## config.mk

```make
export PLATFORM = sky130hd
export DESIGN_NAME = adc_conv_sequencer
export DESIGN_NICKNAME = d
export VERILOG_FILES = /design/src/rtl/adc_timing_pkg.sv /design/src/rtl/sample_tick_scheduler.sv /design/src/rtl/adc_conv_sequencer.sv
export SDC_FILE = /design/constraint.sdc
export NUM_CORES = 1
export LEC_CHECK = 0
export ABC_AREA = 1
export CAP_MARGIN = 25
export CORE_UTILIZATION = 50
export CTS_BUF_LIST = sky130_fd_sc_hd__clkbuf_2 sky130_fd_sc_hd__clkbuf_4 sky130_fd_sc_hd__clkbuf_8
export CTS_CLUSTER_SIZE = 16
export DETAILED_ROUTE_END_ITERATION = 7
export PLACE_DENSITY = 0.71
export SLEW_MARGIN = 20
export SYNTH_ARGS = -nofsm -noshare
export SYNTH_HDL_FRONTEND = slang
export SYNTH_SLANG_ARGS = --single-unit
export TNS_END_PERCENT = 10
```

## constraint.sdc

```tcl
create_clock -name CLK -period 5 [get_ports CLK]
set_clock_uncertainty 0.05 [all_clocks]
set_input_delay 0.75 -clock CLK [delete_from_list [all_inputs] [get_ports CLK]]
set_output_delay 0.75 -clock CLK [all_outputs]
set_load 0.005 [all_outputs]
```

## src/rtl/adc_timing_pkg.sv

```systemverilog
// Shared types and default timing constants for the ADC conversion timing chain.
package adc_timing_pkg;

  localparam int CLK_FREQ_HZ           = 3276800;
  localparam int GRID_HZ               = 50;
  localparam int DEF_SAMPLES_PER_CYCLE = 64;
  localparam int DEF_CLOCK_DIV         = CLK_FREQ_HZ / GRID_HZ / DEF_SAMPLES_PER_CYCLE;
  localparam int DEF_CONVST_WIDTH      = 4;
  localparam int DEF_BUSY_TIMEOUT      = 256;

  typedef enum logic [1:0] {
    IDLE,
    CONV,
    WAIT_BUSY,
    HANDOFF
  } conv_state_t;

  typedef struct packed {
    logic overrun;
    logic timeout;
    logic resync;
  } err_flags_t;

endpackage

```

## src/rtl/sample_tick_scheduler.sv

```systemverilog
// Turns the 50 Hz reference edge into SAMPLES_PER_CYCLE evenly spaced sample ticks
// and keeps the grid-cycle counter.
module sample_tick_scheduler
  import adc_timing_pkg::*;
#(
  parameter int CLOCK_DIV         = DEF_CLOCK_DIV,
  parameter int SAMPLES_PER_CYCLE = DEF_SAMPLES_PER_CYCLE,
  localparam int DIV_W = $clog2(CLOCK_DIV),
  localparam int CNT_W = $clog2(SAMPLES_PER_CYCLE + 1),
  localparam int IDX_W = $clog2(SAMPLES_PER_CYCLE)
) (
  input  logic             clk,
  input  logic             rst_n,
  input  logic             pulse,
  output logic             tick,
  output logic [IDX_W-1:0] tick_idx,
  output logic [15:0]      tick_cycle,
  output logic             locked,
  output logic             resync
);

  logic             pulse_q;
  logic [DIV_W-1:0] div_cnt;
  logic [CNT_W-1:0] tick_cnt;
  logic [15:0]      cycle_id;
  logic             edge_det;
  logic             active;
  logic             div_tc;

  assign edge_det = pulse & ~pulse_q;
  assign active   = locked && (tick_cnt != CNT_W'(SAMPLES_PER_CYCLE));
  assign div_tc   = active && (div_cnt == DIV_W'(CLOCK_DIV - 1));
  assign tick     = edge_det | div_tc;
  assign resync   = edge_det & active;
  assign tick_idx = edge_det ? '0 : tick_cnt[IDX_W-1:0];
  // The edge tick belongs to the new cycle, so it carries the incremented ID.
  assign tick_cycle = (edge_det && locked) ? cycle_id + 16'd1 : cycle_id;

  always_ff @(posedge clk or negedge rst_n) begin
    if (!rst_n) begin
      pulse_q  <= 1'b0;
      div_cnt  <= '0;
      tick_cnt <= '0;
      cycle_id <= '0;
      locked   <= 1'b0;
    end else begin
      pulse_q <= pulse;
      if (edge_det) begin
        div_cnt  <= '0;
        tick_cnt <= CNT_W'(1);
        locked   <= 1'b1;
        cycle_id <= tick_cycle;
      end else if (active) begin
        div_cnt <= div_tc ? '0 : div_cnt + 1'b1;
        if (div_tc) tick_cnt <= tick_cnt + 1'b1;
      end
    end
  end

endmodule

```

## src/rtl/adc_conv_sequencer.sv

```systemverilog
// ADC conversion sequencer: CONVST/BUSY handshake per sample tick, tagged
// valid/ready handoff to capture, sticky timing error flags.
module adc_conv_sequencer
  import adc_timing_pkg::*;
#(
  parameter int CLOCK_DIV         = DEF_CLOCK_DIV,
  parameter int SAMPLES_PER_CYCLE = DEF_SAMPLES_PER_CYCLE,
  parameter int CONVST_WIDTH      = DEF_CONVST_WIDTH,
  parameter int BUSY_TIMEOUT      = DEF_BUSY_TIMEOUT,
  localparam int IDX_W   = $clog2(SAMPLES_PER_CYCLE),
  localparam int TMR_MAX = (CONVST_WIDTH > BUSY_TIMEOUT) ? CONVST_WIDTH : BUSY_TIMEOUT,
  localparam int TMR_W   = $clog2(TMR_MAX + 1)
) (
  input  logic             CLK,
  input  logic             nRST,
  input  logic             PULSE_50_HZ,
  input  logic             ADC_BUSY,
  input  logic             SAMPLE_READY,
  input  logic             CLR_ERR,
  output logic             CONVST,
  output logic             SAMPLE_VALID,
  output logic [IDX_W-1:0] SAMPLE_IDX,
  output logic [15:0]      CYCLE_ID,
  output logic             SYNC_LOCKED,
  output logic             ERR_OVERRUN,
  output logic             ERR_TIMEOUT,
  output logic             ERR_RESYNC
);

  logic             tick;
  logic [IDX_W-1:0] tick_idx;
  logic [15:0]      tick_cycle;
  logic             resync_evt;
  logic             busy_meta;
  logic             busy_s;
  conv_state_t      state, state_nxt;
  logic [TMR_W-1:0] tmr, tmr_nxt;
  logic             seen, seen_nxt;
  logic [IDX_W-1:0] idx_nxt;
  logic [15:0]      cid_nxt;
  err_flags_t       err, err_set;

  sample_tick_scheduler #(
    .CLOCK_DIV         (CLOCK_DIV),
    .SAMPLES_PER_CYCLE (SAMPLES_PER_CYCLE)
  ) u_sched (
    .clk        (CLK),
    .rst_n      (nRST),
    .pulse      (PULSE_50_HZ),
    .tick       (tick),
    .tick_idx   (tick_idx),
    .tick_cycle (tick_cycle),
    .locked     (SYNC_LOCKED),
    .resync     (resync_evt)
  );

  always_comb begin
    state_nxt      = state;
    tmr_nxt        = tmr;
    seen_nxt       = seen;
    idx_nxt        = SAMPLE_IDX;
    cid_nxt        = CYCLE_ID;
    err_set        = '0;
    err_set.resync = resync_evt;
    case (state)
      IDLE: begin
        if (tick) begin
          state_nxt = CONV;
          tmr_nxt   = TMR_W'(CONVST_WIDTH - 1);
          seen_nxt  = 1'b0;
          idx_nxt   = tick_idx;
          cid_nxt   = tick_cycle;
        end
      end
      CONV: begin
        if (busy_s) seen_nxt = 1'b1;
        if (tmr == '0) begin
          state_nxt = WAIT_BUSY;
          tmr_nxt   = TMR_W'(BUSY_TIMEOUT - 1);
        end else begin
          tmr_nxt = tmr - 1'b1;
        end
      end
      WAIT_BUSY: begin
        if (busy_s) seen_nxt = 1'b1;
        if (seen && !busy_s) begin
          state_nxt = HANDOFF;
        end else if (tmr == '0) begin
          state_nxt       = IDLE;
          err_set.timeout = 1'b1;
        end else begin
          tmr_nxt = tmr - 1'b1;
        end
      end
      HANDOFF: begin
        if (SAMPLE_READY) state_nxt = IDLE;
      end
      default: state_nxt = IDLE;
    endcase
    // A tick that finds the converter busy is lost; the schedule keeps running.
    if (tick && (state != IDLE)) err_set.overrun = 1'b1;
  end

  always_ff @(posedge CLK or negedge nRST) begin
    if (!nRST) begin
      busy_meta    <= 1'b0;
      busy_s       <= 1'b0;
      state        <= IDLE;
      tmr          <= '0;
      seen         <= 1'b0;
      SAMPLE_IDX   <= '0;
      CYCLE_ID     <= '0;
      CONVST       <= 1'b0;
      SAMPLE_VALID <= 1'b0;
      err          <= '0;
    end else begin
      busy_meta    <= ADC_BUSY;
      busy_s       <= busy_meta;
      state        <= state_nxt;
      tmr          <= tmr_nxt;
      seen         <= seen_nxt;
      SAMPLE_IDX   <= idx_nxt;
      CYCLE_ID     <= cid_nxt;
      CONVST       <= (state_nxt == CONV);
      SAMPLE_VALID <= (state_nxt == HANDOFF);
      err          <= (CLR_ERR ? '0 : err) | err_set;
    end
  end

  assign ERR_OVERRUN = err.overrun;
  assign ERR_TIMEOUT = err.timeout;
  assign ERR_RESYNC  = err.resync;

endmodule

```

After elaboration in Yosys (flattened, before gate mapping). Index checks and enable logic that the tools add are counted.

ROM bits: 0. Logic and storage cells: 82. Register bits after elaboration: 76. RAM bits: 0. Latch bits: 0. Memories: 0.

Mux-type cells: 27. Equality and inequality tests: 11. Reduce and logical (&&, ||, !) cells: 18. Add/sub/neg operators: 4. Div/mod/pow operators: 0. Magnitude comparators: 0. Multipliers: 0. Shifts and indexed selects: 0. Bitwise operators: 5.

Operators with widths (count): $mux W9 (4); $mux W10 (3); $pmux W9 S3 (1); $mux W7 (3); $add A16 B1 Y16 const B (1); $mux W16 (1); $add A10 B1 Y10 const B (1); $eq A10 B10 Y1 const B (1); $mux W2 (5); $logic_not A9 Y1 (1); $sub A9 B1 Y9 const B (1); $pmux W2 S4 (1); $reduce_bool A2 Y1 (4); $add A7 B1 Y7 const B (1); $ne A7 B7 Y1 const B (1); $eq A2 B2 Y1 const B (3); $mux W1 (6); $mux W6 (1); $ne A2 B2 Y1 const B (3); $logic_and A1 B1 Y1 (5); $eq A2 B1 Y1 const B (2); $reduce_and A2 Y1 (2); $reduce_and A4 Y1 (1); $mux W3 (1); other kinds (11) (12).

Logic depth before layout (Yosys ltp). Gate-level depths: netlist (run 1).

Depth in word-level cells: 7. Depth in mapped cells: 13. Gate-level depth less buffers: 12.

By module. A second synthesis (run 1) with hierarchy kept.

Cell total of the unflattened synthesis: 436. Area, all modules: 3941.3 µm².

Modules (own cells, without submodules): sample_tick_scheduler (times used 1, area each 2035.7 µm², sequential area each 875.8 µm², cells each 253); adc_conv_sequencer (times used 1, area each 1905.6 µm², sequential area each 1026.0 µm², cells each 183).

Worst setup path after synthesis (run 1). OpenSTA, ideal clock, no wires.

Path type: input to register. Start point: input PULSE_50_HZ. End point: register CYCLE_ID[13]. Stages: 9. Required time: 4834 ps. Path buffers: 0. Library setup time: 116 ps. Slack: 3179 ps. Data arrival time: 1655 ps. Cell sequence: inv_1 > nor2_4 > nand2_2 > nor2_2 > nand4_1 > o21ai_1 > nand2_1 > nand2_2 > nand2_1.

Longest elaborated chain between the ends: 3.

Ends and longest elaborated chain: from (decl) (RTL line adc_conv_sequencer.sv:16) `input logic PULSE_50_HZ,`; $and A1 B1 Y1 (*) (RTL line sample_tick_scheduler.sv:30) `assign edge_det = pulse & ~pulse_q;`; $or A1 B1 Y1 / $logic_and A1 B1 Y1 (equally long branches) (RTL line sample_tick_scheduler.sv:33, sample_tick_scheduler.sv:37); $reduce_and A2 Y1 (no line) / $mux W16 (equally long branches); to (signal assigned) (RTL line adc_conv_sequencer.sv:123) `CYCLE_ID <= cid_nxt;`; to (decl) (RTL line adc_conv_sequencer.sv:23) `output logic [15:0] CYCLE_ID,`.

Every way passes the cells marked *; elsewhere a longest branch is shown, timed or not. A chain may end at the register's enable or synchronous reset.

Final worst setup path (run 1).
Start point: input PULSE_50_HZ. End point: register CYCLE_ID[10].

The elaborated chain is that of the path after synthesis.

==> impl_metrics.yaml, run 1 <==
setup_path:
  required_ps: 5180
  cp-start-kind: "input pin"
  critical_path_buf_inv_count: 3
  rr_worst_depth: 12
  cp_cell_sequence: "clkdlybuf4s50_1 > inv_1 > nor2_4 > nand2_2 > inv_2 > nand2_1 > nor2_2 > nand3_1 > nand2_1 > o21ai_2"
  rrSetupSlack_ps: 3080
  critical-path-top-delay-family: "simple AND/OR/NAND/NOR gates"
  regToRegStartpoint: "tmr[0]"
  cp_max_fo: 10
  worstPathArrival_ps: 2350
  path_common_cell: "nand2_1"
  cp_slowest_cell: "clkdlybuf4s50_1"
  r2r_end: "tmr[6]"
  slowest_delay_ps: 480
  cp-end-kind: "flip-flop"
  crit_type: "in -> reg"
cells_and_area:
  nets: 525
  fill_cells: 695
  final_cell_count_no_fill: 615
  fin_area_sq_um: 4590
  layout-drive-gt1-share_pct: 12.5
  diodes: 0
  syn_to_final_growth_pct: 15.8
placed_design:
  gp_routability_congestion: 0.849
  placedInstanceArea_sq_um: 4350
  dpl.hpwl_um: 5240
  port_buffers: 33
  dp.cells: 598
sta:
  hold_ws_ps: 306
  period_share_pct: 43.3
  worst_pin_slew_ps: 555
  grt_setup_unrepaired: "false"
  max_freq_mhz: 462
  relSlewSlack_pct: 63.0
  setup_violations: 0
  finalCriticalPeriod_ps: 2160
  fin_setup_tns_ps: 0
  slew_violations: 0
  finalHoldViolations: 0
die:
  placementRows: 32
  core_area_sq_um: 7690
  die_area_sq_um: 8290
  die_h_um: 91.1
  io_pins: 34
  die_w_um: 91.1
  initial_core_util_pct: 51.6
clock_tree:
  clk_pin_slew_worst_paths_ps: 80
  numCtsBuffers: 9
  cts_hold_buf: 0
  cts_tree: "done"
  cts_setup_buffers: 0
  clock_sinks: 76
  clock_latency_ps: 350
  ctsResizeCount: 0
  cts-htree-levels: 3
  cts-root-buf: "clkbuf_8"
  cts_buffer_depth: 2
route:
  antenna_left: 0
  drt_wl_total_um: 7350
  drtPass1Iterations: 4
  drtIter0Drc: 180
  vias: 3099
  post-route-drc-count: 0
  via_per_inst: 5.04
  wl_per_cell_um: 12.0
power_and_ir_drop:
  power_density_nw_per_um2: 465
  ir_worst_vdd_mv: 0.272
  p_total_mw: 2.14
  leakage_nw: 2.20
min_path:
  hp-start: "busy_meta"
  hold_class: "reg -> reg"
  hold_path_depth: 0
  min_delay_worst_endpoint: "busy_s"
run_status:
  run_status: "finished clean"
logic_synthesis:
  ys_seq_elements: 76
  ys_seq_area_share_pct: 47.9
  synth_cell_type_count: 36
  syn_inst: 469
  synth_area_sq_um: 3970
  yosys_warnings: 0
  syn_area_per_cell_sq_um: 8.46
  synth_nets: 486
global_route:
  grt_usage_pct: 19.9
  grt-ovfl-total: 0
  grt_pass1_wl_um: 13200
  grt_max_degree: 77
  grt_antenna_before_repair: 0
  first_global_vias: 3006
flow_run:
  drv_cap: 0
[cells in the mapped netlist, drive strengths merged]
| master | instances | area, sq um |
|---|---|---|
| nor2 | 37 | 171 |
| nor4 | 1 | 6.26 |
| dfrtp | 76 | 1900 |
| xnor2 | 5 | 43.8 |
| buf | 5 | 65.1 |
| nor3b | 1 | 7.51 |
| nand4 | 11 | 83.8 |
| a21oi | 6 | 30.0 |
| nand3 | 21 | 118 |
| o2111ai | 1 | 8.76 |
| ha | 11 | 138 |
| inv | 52 | 205 |
| nand2 | 171 | 728 |
| clkbuf | 1 | 3.75 |
| o211ai | 3 | 22.5 |
| xor2 | 12 | 105 |
| clkinv | 1 | 8.76 |
| o22ai | 3 | 18.8 |
| o21ai | 38 | 224 |
| or2 | 3 | 18.8 |
| nor3 | 7 | 35.0 |
| o31ai | 3 | 22.5 |
[how the worst max path moves through the flow]
stage	depth (start not counted)	slack (ps)	startpoint	to
2_1_floorplan	9	3180	PULSE_50_HZ	CYCLE_ID[13]
3_3_place_gp	10	2540	PULSE_50_HZ	CYCLE_ID[10]
3_5_place_dp	10	2460	PULSE_50_HZ	CYCLE_ID[10]
4_1_cts	10	2830	PULSE_50_HZ	CYCLE_ID[10]
5_1_grt	10	2650	PULSE_50_HZ	u_sched.cycle_id[10]
6_report	10	2840	PULSE_50_HZ	CYCLE_ID[10]
[state kept, by name, indices dropped and copies added (netlist names)]
name and flops:
ERR_TIMEOUT 1, seen 1, state 2, busy_meta 1, u_sched.cycle_id 16, u_sched.locked 1, tmr 9, CYCLE_ID 16
u_sched.pulse_q 1, SAMPLE_IDX 6, ERR_OVERRUN 1, CONVST 1, u_sched.div_cnt 10, u_sched.tick_cnt 7, ERR_RESYNC 1, busy_s 1
SAMPLE_VALID 1
[final cells by class]
| type | count | area, sq um | area share, % |
|---|---|---|---|
| clock buffers | 13 | 179 | 3.89 |
| well taps | 102 | 128 | 2.78 |
| multi-input cells | 334 | 1780 | 38.8 |
| repair buffers | 34 | 348 | 7.57 |
| inverters | 53 | 214 | 4.66 |
| clock inverters | 3 | 42.5 | 0.926 |
| flip-flops and latches | 76 | 1900 | 41.4 |
[power by group]
part,total [mW],internal (mW),switching (mW)
combinational,0.773,0.315,0.458
sequential,0.858,0.749,0.108
clock,0.504,0.284,0.220
total,2.14,1.35,0.786
[layer usage]
metal	vias to the layer above	wire length, um	track usage (%)
met2	77	3380	32.7
li1	1576	-	-
met5	-	0	0
met4	0	146	8.60
met1	1434	3560	25.6
met3	12	276	3.77
[cell families (layout without fill, tap and decap cells)]
logic type | after synthesis | in the layout | share of synthesized area (%)
compound gates | 54 | 54 | 8.23
xor+xnor | 17 | 17 | 3.75
fa+ha+maj | 11 | 11 | 3.47
buf+inv | 59 | 103 | 7.13
flops | 76 | 76 | 47.9
simple gates | 252 | 252 | 29.5
[stage by stage]
stage                     setup slack, ps  util (%)
after floorplan                      3180         -
after global placement               2540      56.6
after detailed placement             2460      56.6
after CTS                            2830      59.5
after global routing                 2650      59.8
final                                2840      59.8
[placed cells by master, fill, tap and decap left out, drive strengths merged]
| master | instances |
|---|---|
| clkinv | 2 |
| o21ai | 38 |
| nor4 | 1 |
| dfrtp | 76 |
| nand3 | 21 |
| a21oi | 6 |
| ha | 11 |
| o22ai | 3 |
| or2 | 3 |
| o211ai | 3 |
| xnor2 | 5 |
| clkbuf | 13 |
| nor3b | 1 |
| inv | 52 |
| clkdlybuf4s50 | 32 |
| nand2 | 171 |
| bufinv | 1 |
| o2111ai | 1 |
| nor2 | 37 |
| clkinvlp | 1 |
| xor2 | 12 |
| o31ai | 3 |
| nand4 | 11 |
| nor3 | 7 |
| buf | 2 |
Note: power is estimated with default switching activity, not from simulation.
==> run 2: changes to the inputs <==
PLACE_DENSITY = 0.73   (was 0.71)
clock period = 1.7 ns   (was 5 ns; I/O delays follow)
==> run 2 against run 1 <==
  * Total power grew to 3.1 times the previous value
  * Global-route usage grew 1.6 points
  * Utilization grew 6.4 points
  * Highest routed layer unchanged
  * Critical path depth is the same
==> impl_metrics.yaml, run 2 (same netlist as run 1, synthesis figures left out) <==
route:
  drt_wl_total_um: 8650
  via_per_inst: 5.03
  drtIter0Drc: 175
  wl_per_cell_um: 12.9
  antenna_left: 0
  drtPass1Iterations: 5
  vias: 3368
  post-route-drc-count: 0
cells_and_area:
  multiInputGateArea_sq_um: 1900
  seqCellArea_sq_um: 1900
  reg.largest.list: "CYCLE_ID: 16 flops, u_sched.cycle_id: 16 flops, u_sched.div_cnt: 10 flops"
  mostFrequentLayoutCells: "nand2_1 (148), dfrtp_1 (75), buf_4 (51)"
  layout_commonest_cell: "nand2_1"
  diodes: 0
  nets: 580
  fill_cells: 642
  syn_to_final_growth_pct: 28.2
  layout-drive-gt1-share_pct: 24.8
global_route:
  grt-ovfl-total: 0
  use_met1_pct: 26.9
  grt_usage_pct: 21.5
  first_global_vias: 3244
  use_met3_pct: 4.69
  top_usage_layer: "met2"
  met2_usage_pct: 36.0
  grt_max_degree: 37
  grt_pass1_wl_um: 14200
  grt_antenna_before_repair: 0
clock_tree:
  numCtsBuffers: 9
  cts_buffer_depth: 2
  cts_tree: "done"
  clock_latency_ps: 340
  clk_pin_slew_worst_paths_ps: 80
  cts-htree-levels: 3
  clock_sinks: 76
  cts-root-buf: "clkbuf_8"
sta:
  slew_violations: 0
  fin_setup_tns_ps: 0
  relSlewSlack_pct: 75.2
  setup_violations: 0
  max_freq_mhz: 589
  finalHoldViolations: 0
  grt_setup_unrepaired: "true"
  finalCriticalPeriod_ps: 1700
  hold_ws_ps: 285
  worst_pin_slew_ps: 369
  period_share_pct: 99.9
flow_run:
  drv_cap: 0
die:
  core_area_sq_um: 7690
  die_w_um: 91.1
  placementRows: 32
  die_area_sq_um: 8290
  die_h_um: 91.1
  initial_core_util_pct: 51.6
  io_pins: 34
setup_path:
  r2r_end: "tmr[7]"
  cp_max_fo: 7
  rrSetupSlack_ps: 1
  cp-start-kind: "flip-flop"
  slowest_delay_ps: 400
  worstPathArrival_ps: 1880
  crit_type: "reg -> reg"
  cp-end-kind: "flip-flop"
  rr_worst_depth: 10
  regToRegStartpoint: "u_sched.tick_cnt[1]"
  cp_slowest_cell: "dfrtp_1"
  required_ps: 1880
  cp_cell_sequence: "inv_2 > ha_4 > nand4_1 > nand2_2 > inv_4 > nand2_8 > buf_6 > nand3_4 > nand2_4 > o21ai_1"
power_and_ir_drop:
  power_density_nw_per_um2: 1310
  leakage_nw: 2.46
  ir_worst_vdd_mv: 1.01
run_status:
  run_status: "finished clean"
placed_design:
  port_buffers: 33
  dpl.hpwl_um: 5800
  gp_routability_congestion: 0.861
min_path:
  hold_class: "in -> async"
[run 2: cell type report]
type	count	area share [%]
Tap cell	102	2.51
Clock buffer	10	2.71
Multi-Input combinational cell	336	37.5
Clock inverter	6	0.763
Sequential cell	76	37.4
Timing Repair Buffer	87	14.9
Inverter	53	4.26
[run 2: critical path, delay by kind of cell (launching register included)]
| kind | cells | cell delay (ps) |
|---|---|---|
| DFF | 1 | 400 |
| buffers and inverters | 3 | 270 |
| adders and majority gates | 1 | 130 |
| and+or+nand+nor | 5 | 650 |
| AOI/OAI and AO/OA | 1 | 80 |
[run 2: metrics by stage]
step / utilization [%] / power (mW) / setup slack, ps / area [sq um] / cells
global route: 66.1 / 7.17 / -91.0 / 5080 / 670
CTS: 63.7 / 6.40 / -6.17 / 4900 / 659
floorplan: - / 4.20 / 35.4 / 3970 / 469
global placement: 61.1 / 5.02 / -108 / 4700 / 642
finish: 66.1 / 6.68 / 0.979 / 5080 / 670
detailed placement: 61.1 / 5.09 / -158 / 4700 / 642
[run 2: worst max-delay path by stage]
stage,startpoint,to,slack (ps),depth (start not counted)
after detailed placement,PULSE_50_HZ,CYCLE_ID[13],-160,10
after floorplan,tmr[0],tmr[8],40,13
after global routing,u_sched.tick_cnt[1],tmr[7],-90,10
after CTS,u_sched.tick_cnt[0],CYCLE_ID[14],-6,11
final,u_sched.tick_cnt[1],tmr[7],1,10
after global placement,PULSE_50_HZ,CYCLE_ID[13],-110,10
[run 2: report_power, final]
part	switching [mW]	internal [mW]
combinational	1.62	1.30
sequential	0.330	2.21
clock	0.663	0.566
[run 2: timing repair]
action / 4_1_cts / 5_1_grt
pin swaps: 0 / 18
resized for setup: 3 / 31
endpoints found under the hold margin: 20 / 0
cloned: 0 / 2
setup endpoints to repair: 17 / 45
setup buffers: 0 / 9
hold buffers: 1 / 0
[run 2: per-layer routing]
| layer | vias to the layer above | wire [um] |
|---|---|---|
| met4 | 0 | 206 |
| met3 | 19 | 344 |
| li1 | 1682 | - |
| met5 | - | 0 |
| met2 | 77 | 4270 |
| met1 | 1590 | 3830 |
==> run 3: changes to the inputs <==
CTS_BUF_LIST = sky130_fd_sc_hd__clkbuf_4 sky130_fd_sc_hd__clkbuf_8   (was sky130_fd_sc_hd__clkbuf_2 sky130_fd_sc_hd__clkbuf_4 sky130_fd_sc_hd__clkbuf_8)
==> results of run 3 <==
Final layout, timing and power as in run 2 (identical DEF).
